### src/rtl/dmem_readback.sv
// Streams a window of the data RAM out over valid/ready after the control unit finishes.
// Reads are issued against a credit of free FIFO slots, so back-pressure never drops a byte.
module dmem_readback #(
   parameter int ADDR_W     = 8,
   parameter int DATA_W     = 8,
   parameter int RD_LAT     = 1,
   parameter int FIFO_DEPTH = 4
) (
   input  logic              clk,
   input  logic              rst_n,
   input  logic              start,
   input  logic [ADDR_W-1:0] base_addr,
   input  logic [ADDR_W:0]   length,
   output logic              mem_en,
   output logic [ADDR_W-1:0] mem_addr,
   input  logic [DATA_W-1:0] mem_rdata,
   output logic [DATA_W-1:0] out_data,
   output logic              out_valid,
   input  logic              out_ready,
   output logic              out_last,
   output logic              busy,
   output logic              rd_done
);

   localparam int PTR_W = (FIFO_DEPTH > 1) ? $clog2(FIFO_DEPTH) : 1;
   localparam int CNT_W = $clog2(FIFO_DEPTH + RD_LAT + 1) + 1;

   typedef enum logic [1:0] {
      S_IDLE,
      S_ISSUE,
      S_DRAIN,
      S_DONE
   } state_t;

   state_t            state_reg, state_next;
   logic [ADDR_W-1:0] addr_reg, addr_next;
   logic [ADDR_W:0]   issue_left_reg, issue_left_next;
   logic [ADDR_W:0]   send_left_reg, send_left_next;
   logic              zero_done_reg, zero_done_next;

   logic [RD_LAT-1:0] pipe_reg, pipe_next;
   logic [CNT_W-1:0]  inflight;

   logic [DATA_W-1:0] fifo_mem [FIFO_DEPTH];
   logic [PTR_W-1:0]  wr_ptr_reg, rd_ptr_reg;
   logic [CNT_W-1:0]  fifo_count_reg, fifo_count_next;

   logic issue;
   logic push;
   logic pop;
   logic fifo_empty;
   logic fifo_full;
   logic credit_ok;

   // Issue-flag delay line: a flag leaving the last stage marks mem_rdata as valid.
   genvar gi;
   generate
      for (gi = 0; gi < RD_LAT; gi++) begin : g_pipe
         if (gi == 0) begin : g_head
            assign pipe_next[gi] = issue;
         end else begin : g_tail
            assign pipe_next[gi] = pipe_reg[gi-1];
         end
      end
   endgenerate

   always_comb begin
      inflight = '0;
      for (int i = 0; i < RD_LAT; i++) begin
         inflight = inflight + CNT_W'(pipe_reg[i]);
      end
   end

   assign push       = pipe_reg[RD_LAT-1];
   assign fifo_empty = (fifo_count_reg == '0);
   assign fifo_full  = (fifo_count_reg == CNT_W'(FIFO_DEPTH));
   assign pop        = !fifo_empty && out_ready;
   // Reads already in flight hold a slot, so the FIFO can always absorb them.
   assign credit_ok  = (fifo_count_reg + inflight) < CNT_W'(FIFO_DEPTH);

   always_comb begin
      state_next      = state_reg;
      addr_next       = addr_reg;
      issue_left_next = issue_left_reg;
      send_left_next  = send_left_reg;
      zero_done_next  = 1'b0;
      issue           = 1'b0;

      case (state_reg)
         S_IDLE: begin
            if (start) begin
               if (length != '0) begin
                  addr_next       = base_addr;
                  issue_left_next = length;
                  send_left_next  = length;
                  state_next      = S_ISSUE;
               end else begin
                  zero_done_next = 1'b1;
               end
            end
         end
         S_ISSUE: begin
            if (issue_left_reg == '0) begin
               state_next = S_DRAIN;
            end else if (credit_ok) begin
               issue           = 1'b1;
               addr_next       = addr_reg + 1'b1;
               issue_left_next = issue_left_reg - 1'b1;
               if (issue_left_reg == (ADDR_W+1)'(1)) begin
                  state_next = S_DRAIN;
               end
            end
         end
         S_DRAIN: begin
            if (pop && send_left_reg == (ADDR_W+1)'(1)) begin
               state_next = S_DONE;
            end
         end
         S_DONE: begin
            state_next = S_IDLE;
         end
         default: begin
            state_next = S_IDLE;
         end
      endcase

      if ((state_reg == S_ISSUE || state_reg == S_DRAIN) && pop && send_left_reg != '0) begin
         send_left_next = send_left_reg - 1'b1;
      end
   end

   always_comb begin
      fifo_count_next = fifo_count_reg;
      case ({push, pop})
         2'b10:   fifo_count_next = fifo_count_reg + 1'b1;
         2'b01:   fifo_count_next = fifo_count_reg - 1'b1;
         default: fifo_count_next = fifo_count_reg;
      endcase
   end

   always_ff @(posedge clk or negedge rst_n) begin
      if (!rst_n) begin
         state_reg      <= S_IDLE;
         addr_reg       <= '0;
         issue_left_reg <= '0;
         send_left_reg  <= '0;
         zero_done_reg  <= 1'b0;
         pipe_reg       <= '0;
         wr_ptr_reg     <= '0;
         rd_ptr_reg     <= '0;
         fifo_count_reg <= '0;
      end else begin
         state_reg      <= state_next;
         addr_reg       <= addr_next;
         issue_left_reg <= issue_left_next;
         send_left_reg  <= send_left_next;
         zero_done_reg  <= zero_done_next;
         pipe_reg       <= pipe_next;
         fifo_count_reg <= fifo_count_next;
         if (push) begin
            wr_ptr_reg <= wr_ptr_reg + 1'b1;
         end
         if (pop) begin
            rd_ptr_reg <= rd_ptr_reg + 1'b1;
         end
      end
   end

   // Storage needs no reset; the cleared pointers and count make old contents unreachable.
   always_ff @(posedge clk) begin
      if (push) begin
         fifo_mem[wr_ptr_reg] <= mem_rdata;
      end
   end

   assign mem_en    = issue;
   assign mem_addr  = addr_reg;
   assign out_valid = !fifo_empty;
   assign out_data  = fifo_empty ? '0 : fifo_mem[rd_ptr_reg];
   assign out_last  = !fifo_empty && (send_left_reg == (ADDR_W+1)'(1));
   assign busy      = (state_reg == S_ISSUE) || (state_reg == S_DRAIN);
   assign rd_done   = (state_reg == S_DONE) || zero_done_reg;

   a_no_overflow: assert property (@(posedge clk) disable iff (!rst_n) !(push && fifo_full));

endmodule
### config.mk
export PLATFORM = sky130hd
export DESIGN_NAME = dmem_readback
export DESIGN_NICKNAME = d
export VERILOG_FILES = /design/src/rtl/dmem_readback.sv
export SDC_FILE = /design/constraint.sdc
export NUM_CORES = 1
export LEC_CHECK = 0
export BUFFER_PORTS_ARGS = -buffer_cell sky130_fd_sc_hd__buf_2
export CAP_MARGIN = 20
export CORE_UTILIZATION = 50
export CTS_CLUSTER_DIAMETER = 200
export DETAILED_ROUTE_END_ITERATION = 10
export GPL_ROUTABILITY_DRIVEN = 0
export PLACE_DENSITY_LB_ADDON = 0.15
export SYNTH_ARGS = -nofsm -noshare
export SYNTH_HDL_FRONTEND = slang
export SYNTH_SLANG_ARGS = --single-unit
### constraint.sdc
create_clock -name clk -period 3.2 [get_ports clk]
set_input_delay 0.48 -clock clk [delete_from_list [all_inputs] [get_ports clk]]
set_output_delay 0.48 -clock clk [all_outputs]
set_load 0.005 [all_outputs]
-- Word level (Yosys, flattened, before mapping)
Memories as Yosys holds them, arrays and structs flattened.
Cells that the tools add are included.
- bits in latches: 0
- input port bits: 29
- register bits: 38
- memories: 1
- ROM bits: 0
- RAM bits: 32
- memories (memory ; words ; width ; rd ports ; clocked after memory_dff ; write ports ; RTL line ; source):
    fifo_mem ; 4 ; 8 ; 1 ; 0 ; 1 ; 44 ; logic [DATA_W-1:0] fifo_mem [FIFO_DEPTH];
- $add $sub $neg: 8
- mux-type cells: 29
- multipliers: 0
- divide/modulo/power cells: 0
- reductions and logical operators: 21
- bitwise logic cells: 0
- $lt $le $gt $ge: 1
- eq/ne operators: 14
- shifts and indexed selects: 0
- operator list (operator ; count):
    2-to-1 mux 9 bit ; 6
    2-to-1 mux 8 bit ; 5
    == test 9 x 1 -> 1 bit (second input constant) ; 2
    one-hot mux 9 bit (2 select lines) ; 1
    nonzero test 9 bit ; 2
    subtractor 9 x 1 -> 9 bit (second input constant) ; 2
    one-hot mux 8 bit (2 select lines) ; 1
    2-to-1 mux 2 bit ; 6
    inequality test 2 bit (second input constant) ; 5
    AND reduction 5 bit ; 2
    nonzero test 2 bit ; 5
    zero test 9 bit ; 1
    adder 8 x 1 -> 8 bit (second input constant) ; 1
    2-to-1 mux 1 bit ; 8
    one-hot mux 2 bit (4 select lines) ; 1
    one-hot mux 4 bit (2 select lines) ; 1
    == test 2 bit (second input constant) ; 3
    inequality test 3 bit (second input constant) ; 2
    logical AND 1 bit ; 5
    adder 2 x 1 -> 2 bit (second input constant) ; 2
    adder 4 x 1 -> 4 bit ; 1
    adder 4 x 1 -> 4 bit (second input constant) ; 1
    == test 2 x 1 -> 1 bit (second input constant) ; 2
    zero test 4 bit ; 1
    other kinds (6) ; 7

-- Depth between registers and ports, before layout
Gate-level depths: netlist of the first run.
- depth in word-level cells: 7
- depth in mapped cells: 11
- gate-level depth less buffers: 10

-- Least setup slack after synthesis of the first run
Ideal clock, no wire load.
- kind: reg-to-reg
- from: register fifo_count_reg[1]
- to: register fifo_count_reg[2]
- buffers on the path: 0
- setup slack: 0.871 ns
- period minus slack after synthesis: 2.329 ns
- arrival: 2.195 ns
- stages on the path, launching flop included: 11
- path through: dfrtp_1 > or4_4 > nand2_1 > inv_1 > ha_1 > xor2_1 > ha_1 > a21oi_1 > xor2_1 > nor2_1 > xor2_1
- word-level cells in the longest chain between the ends: 5
- elaborated cells between the ends (all ways): 9
- classes of those cells: add/sub: 2; eq/ne: 2; mux: 1; reduce/logical: 4
- ends and longest elaborated chain (item ; RTL line ; source):
    start: declaration ; 46 ; logic [CNT_W-1:0] fifo_count_reg, fifo_count_next;
    start signal: assignment ; 159 ; fifo_count_reg <= fifo_count_next;
    zero test 4 bit * ; 75 ; assign fifo_empty = (fifo_count_reg == '0);
    zero test 1 bit * ; 77 ; assign pop = !fifo_empty && out_ready;
    logical AND 1 bit * ; 77 ;
    net pop ; 50 ; logic pop;
    == test 2 x 1 -> 1 bit / == test 2 bit (equally long branches) ; 134 ; case ({push, pop})
    one-hot mux 4 bit (2 select lines) / nonzero test 2 bit (equally long branches) ; - ;
The timed path passes the listed nets; every way through them passes the cells marked *.
A chain may end at the register's enable or synchronous reset.

-- Worst setup path after layout of the first run
Ends and elaborated chain as after synthesis.

==> summary.md, run 1 <==
| Metric | Value |
|---|---|
| Post-synthesis cell type count | 59 |
| Pins over their slew limit | 0 |
| Clock sinks | 70 |
| Rows | 31 |
| Max reg flops | 32 |
| Worst-path clk slew | 90 ps |
| Post-Syn Area | 3790 µm² |
| Final #Nets | 433 |
| # resized after CTS | 0 |
| Leakage power | 1.76 nW |
| Die area | 7930 µm² |
| Post-layout util | 59.5% |
| Inst Count DP | 475 |
| Boundary Pins | 50 |
| Unrepaired setup endpoints after global routing | false |
| Post-DP HPWL | 5.79 mm |
| Slew @ Worst Pin | 926 ps |
| Number of synthesized flops with an enable pin | 32 |
| CTS Root Cell | clkbuf_8 |
| Setup crit end kind | register |
| Initial DRT Pass Iterations | 5 |
| Ys Warns | 0 |
| Max-capacitance violation count | 0 |
| First-pass GRT wire length | 13.5 mm |
| Hold Buf Count CTS | 0 |
| FF+latch count, synth | 70 |
| Post-CTS Setup Inserts | 0 |
| Critical Path RT | 3430 ps |
| Antenna-violating nets left | 0 |
| Wire per inst | 17.0 µm |
| Placed instance area | 4110 µm² |
| Max rail drop VDD | 0.379 mV |
| Fin cells | 491 |
| Startpoint Class | register |
| GR Overflow Total | 0 |
| Kind of critical path | register to register |
| Layout cells sized above 1 | 23.5% |
| Worst skew pair latency | 360 ps |
| Seq/Total Area, Yosys | 50.4% |
| Worst hold path type | input pin to async pin |
| Critical Path AT | 2880 ps |
| CTS H-tree depth | 3 |
| Pwr per Cell Area | 935 nW/µm² |
| Worst Skew | 11.0 ps |
| CTS tree | done |
| Vias per cell | 5.81 |
| Synth Flop Type | dfrtp_1 |
| Clock buffer count from CTS | 9 |
| Rel. slew slack | 38.3% |
| Area grow syn2layout | 14.5% |
| Crit path time final | 2650 ps |
| CP max FO | 13 |
| Clk buf depth | 2 |
| Vias | 2854 |
| IO buf count | 49 |
| Die Span X | 89.1 µm |
| Status | finished clean |
| Setup TNS Final | 0 ps |
| Reg2Reg Setup Slack | 550 ps |
| Total Wirelength | 8.35 mm |
| DRC | 0 |
| Fmax | 0.378 GHz |
| Antenna cells | 0 |
| Post-synthesis area per instance | 11.2 µm² |
| Initial Util | 52.0% |
| Vias in the first global route | 2695 |
| Drt initial violations | 134 |
| Post-synthesis cell count | 338 |
| Hold slack final | 248 ps |
| Core area | 7290 µm² |
| FFs w/ async S/R, synth | 54.3% |
| Final instance area | 4340 µm² |
| Antenna violations before repair | 0 |
| Die height | 89.1 µm |
| Global Route Usage Sum | 23.0% |
| Syn nets | 384 |
| Final Hold Viols | 0 |
| Finish-stage setup viols | 0 |
| Largest net degree at the start of global routing | 39 |
| Crit share post-route | 82.7% |
## metal layers
| metal | wire length, µm | track usage [%] | vias up |
|---|---|---|---|
| li1 | - | - | 1369 |
| met1 | 3980 | 32.1 | 1407 |
| met2 | 3890 | 36.4 | 67 |
| met3 | 353 | 3.42 | 11 |
| met4 | 126 | 9.52 | 0 |
| met5 | 0 | 0 | - |
## cells by family (layout without fill, tap and decap cells)
| logic type | count (synthesis) | count (layout) | share of synthesized area [%] |
|---|---|---|---|
| simple gates | 120 | 120 | 17.1 |
| buf+inv | 27 | 81 | 3.10 |
| mux | 15 | 15 | 6.67 |
| flops | 70 | 70 | 50.4 |
| xor+xnor | 8 | 8 | 1.85 |
| compound gates | 81 | 81 | 15.2 |
| fa+ha+maj | 17 | 17 | 5.61 |
## layout make-up
cell class / count / area [µm²]
Timing Repair Buffer: 51 / 260
Multi-Input combinational cell: 241 / 1760
Clock inverter: 7 / 105
Sequential cell: 70 / 1910
Inverter: 14 / 52.6
Fill cell: 637 / 2950
Clock buffer: 9 / 124
Tap cell: 99 / 124
## per-stage QoR
step           worst slack [ps]  total power [mW]
3_5_place_dp                628              3.24
6_report                    552              4.05
3_3_place_gp                680              3.19
5_1_grt                     353              4.37
2_1_floorplan               871              2.75
4_1_cts                     553              4.07
## critical path, cell delays in order, from the launching register on
cell     delay [ps]
dfrtp_1         450
or4_4           660
nand2_1         160
inv_1            90
ha_1            260
xor2_1          170
ha_1            190
a21oi_1         160
xor2_1          190
nor2_1           70
xor2_1          140
## cells in the final DEF (no fill, tap or decap), types with 5 or more instances in the layout
master	count
mux2i_1	5
o21ai_0	20
dfrtp_1	38
nor4_1	5
edfxtp_1	32
buf_2	49
xor2_1	5
clkbuf_8	9
nor3_1	8
nand3_1	15
mux4_2	8
a31oi_1	6
inv_1	14
ha_1	17
nor2_1	26
a21oi_1	15
a32oi_1	5
and2_1	13
nand2_1	23
## synth_stat cells, types with 8 or more instances
| cell type | n | share of area [%] |
|---|---|---|
| a21oi_1 | 15 | 2.0 |
| and2_1 | 13 | 2.1 |
| clkbuf_1 | 10 | 0.99 |
| dfrtp_1 | 38 | 25 |
| edfxtp_1 | 32 | 25 |
| ha_1 | 17 | 5.6 |
| inv_1 | 14 | 1.4 |
| mux4_2 | 8 | 4.8 |
| nand2_1 | 23 | 2.3 |
| nand3_1 | 15 | 2.0 |
| nor2_1 | 26 | 2.6 |
| nor3_1 | 8 | 1.1 |
| o21ai_0 | 20 | 2.6 |
## power breakdown
group	switching [mW]	internal (mW)
Sequential	0.337	1.20
Clock	0.376	0.451
Combinational	0.892	0.801
Total	1.60	2.45
## worst paths after layout
| path | startpoint | end | cells after the start |
|---|---|---|---|
| hold reg to reg | send_left_reg[8] | send_left_reg[8] | 1 |
| max in group asynchronous | rst_n | mem_addr[2] | 1 |
| setup / recovery | fifo_count_reg[1] | fifo_count_reg[2] | 10 |
| setup reg to reg | fifo_count_reg[1] | fifo_count_reg[2] | 10 |
| min in group clk | mem_rdata[3] | fifo_mem[0][3] | 1 |
| hold / removal | rst_n | rd_ptr_reg[1] | 1 |
(Power assumes the default switching activity.)
==> run 2, diff against run 1 <==
==> constraint.sdc (replaced) <==
create_clock -name clk -period 2.8 [get_ports clk]
set_input_delay 0.42 -clock clk [delete_from_list [all_inputs] [get_ports clk]]
set_output_delay 0.42 -clock clk [all_outputs]
set_load 0.005 [all_outputs]
==> run 2 against run 1 <==
Effect of this change: sequential share of layout area shrank 0.23 points; core utilization up 0.31 points; setup slack worse by 210 ps; maximum frequency is 7.7% higher; global-route usage decreased by 0.36 points; flip-flop and latch count unchanged; sequential power grew 14%; register-to-register slack worse by 210 ps.
==> summary.md, run 2 (synthesized netlist as in run 1, its figures left out) <==
| Metric | Value |
|---|---|
| Crit share post-route | 87.8% (+5.1 points) |
| Post-layout util | 59.8% (+0.31 points) |
| DRC | 0 (unchanged) |
| Startpoint Class | register |
| Critical Path AT | 2690 ps (-190 ps) |
| Pins over their slew limit | 0 (unchanged) |
| Pwr per Cell Area | 1070 nW/µm² (+14%) |
| Largest net degree at the start of global routing | 39 (unchanged) |
| Total Wirelength | 8.20 mm (-1.8%) |
| Die Span X | 89.1 µm (unchanged) |
| CTS tree | done |
| Drt initial violations | 170 (+27%) |
| Initial Util | 52.0% (unchanged) |
| Cell family with most CP delay | simple AND/OR/NAND/NOR gates |
| Worst hold path type | input pin to async pin |
| Wire per inst | 16.6 µm (-2.4%) |
| Slew @ Worst Pin | 890 ps (-35.4 ps) |
| Clock buffer count from CTS | 9 (unchanged) |
| Area grow syn2layout | 15.1% |
| Commonest cells after routing, fill and taps aside | buf_2, dfrtp_1, edfxtp_1, nor2_1, nand2_1 |
| Vias per cell | 5.82 (about the same) |
| Worst skew pair latency | 350 ps (about the same) |
| Setup crit end kind | register |
| Clk buf depth | 2 (unchanged) |
| Leakage power | 1.78 nW (+0.84%) |
| Rel. slew slack | 40.6% (+2.4 points) |
| Worst path most repeated cell | xor2_1 |
| Most common cell after layout, fill and taps aside | buf_2 |
| Max rail drop VDD | 0.453 mV (+20%) |
| Internal power | 2.83 mW (+15%) |
| Hold Buf Count CTS | 0 (unchanged) |
| Clock sinks | 70 (unchanged) |
| Slowest cell on crit path | or4_4 |
| Combinational share of power | 42.2% (+0.5 points) |
| Worst Skew | 14.0 ps (+3.05 ps) |
| IO buf count | 49 (unchanged) |
| # resized after CTS | 0 (unchanged) |
| Critical Path, Cell by Cell | or4_4 > nand2_1 > inv_1 > ha_1 > xor2_1 > ha_1 > a21oi_1 > xor2_1 > nor2_1 > xor2_1 |
| Sequential cell area | 1910 µm² (unchanged) |
| Antenna-violating nets left | 0 (unchanged) |
| Vias in the first global route | 2671 (-0.89%) |
| Final #Nets | 436 (+0.69%) |
| Setup TNS Final | 0 ps (unchanged) |
| Layout cells sized above 1 | 24.1% (+0.58 points) |
| Boundary Pins | 50 (unchanged) |
| Fin cells | 494 (+0.61%) |
| GR Overflow Total | 0 (unchanged) |
| Fmax | 0.407 GHz (+7.7%) |
| Clock group share of total power | 20.2% (-0.2 points) |
| Max-capacitance violation count | 0 (unchanged) |
| Sequential share of power | 37.6% (-0.3 points) |
| CTS H-tree depth | 3 (unchanged) |
| Finish-stage setup viols | 0 (unchanged) |
| Antenna cells | 0 (unchanged) |
| Status | finished clean |
| Layout fillers | 627 (-1.6%) |
| Post-CTS Setup Inserts | 0 (unchanged) |
| CP max FO | 7 (-6) |
| Crit path time final | 2460 ps (-189 ps) |
| Core area | 7290 µm² (unchanged) |
| Initial DRT Pass Iterations | 4 (-1) |
| Worst-path clk slew | 90 ps (about the same) |
| CP max stage delay | 560 ps (-100 ps) |
| Vias | 2873 (+0.67%) |
| Buf+Inv Stages, Crit Path | 1 (unchanged) |
| First-pass GRT wire length | 13.3 mm (-1.1%) |
| Net Sw Frac | 39.3% (-0.28 points) |
| Inst Count DP | 478 (+0.63%) |
| Rows | 31 (unchanged) |
| CTS Root Cell | clkbuf_8 |
| Sw Pwr | 1.83 mW (+14%) |
| Die height | 89.1 µm (unchanged) |
| Global Route Usage Sum | 22.7% (-0.36 points) |
| Antenna violations before repair | 0 (unchanged) |
| Multi-input gate area | 1760 µm² (unchanged) |
| Max reg flops | 32 (unchanged) |
| Unrepaired setup endpoints after global routing | false |
| Final Hold Viols | 0 (unchanged) |
| Critical Path RT | 3030 ps (-400 ps) |
| Post-DP HPWL | 5.66 mm (-2.3%) |
| Kind of critical path | register to register |
| Die area | 7930 µm² (unchanged) |
## run 2: layout make-up
cell class / count / area share, %
Multi-Input combinational cell: 241 / 40.4
Tap cell: 99 / 2.84
Clock inverter: 7 / 2.41
Clock buffer: 9 / 2.84
Timing Repair Buffer: 54 / 6.48
Sequential cell: 70 / 43.8
Inverter: 14 / 1.21
## run 2: routing by layer
layer / track usage, % / part of all wire (%) / wire [µm] / vias to the layer above
li1: - / - / - / 1388
met1: 34.6 / 52 / 4230 / 1406
met2: 33.0 / 43 / 3530 / 69
met3: 3.51 / 4.0 / 327 / 10
met4: 7.79 / 1.3 / 108 / 0
met5: 0 / 0 / 0 / -
## run 2: power by group through the flow
| stage | Combinational [mW] | Clock [mW] | Sequential (mW) |
|---|---|---|---|
| 3_5_place_dp | 1.95 | 0 | 1.77 |
| 2_1_floorplan | 1.52 | 0 | 1.62 |
| 3_3_place_gp | 1.92 | 0 | 1.76 |
| 6_report | 1.97 | 0.942 | 1.75 |
| 5_1_grt | 2.20 | 1.00 | 1.81 |
| 4_1_cts | 1.96 | 0.960 | 1.75 |
## run 2: path summary, 6_finish.rpt
| check | startpoint | slack, ps | cells past startpoint | to |
|---|---|---|---|---|
| min | rst_n | 190 | 1 | send_left_reg[3] |
| max in group asynchronous | rst_n | 2040 | 1 | wr_ptr_reg[1] |
| max | fifo_count_reg[1] | 340 | 10 | fifo_count_reg[2] |
| min reg2reg | send_left_reg[8] | 510 | 1 | send_left_reg[8] |
| max reg2reg | fifo_count_reg[1] | 340 | 10 | fifo_count_reg[2] |
| min in group clk | mem_rdata[3] | 280 | 1 | fifo_mem[2][3] |
## run 2: through the flow
stage	hold slack (ps)	power [mW]	cell area (µm²)	worst slack, ps
final	192	4.66	4360	341
after global routing	262	5.01	4360	221
after CTS	226	4.68	4360	339
after detailed placement	507	3.73	4130	363
after global placement	495	3.68	4130	395
after floorplan	124	3.14	3790	471
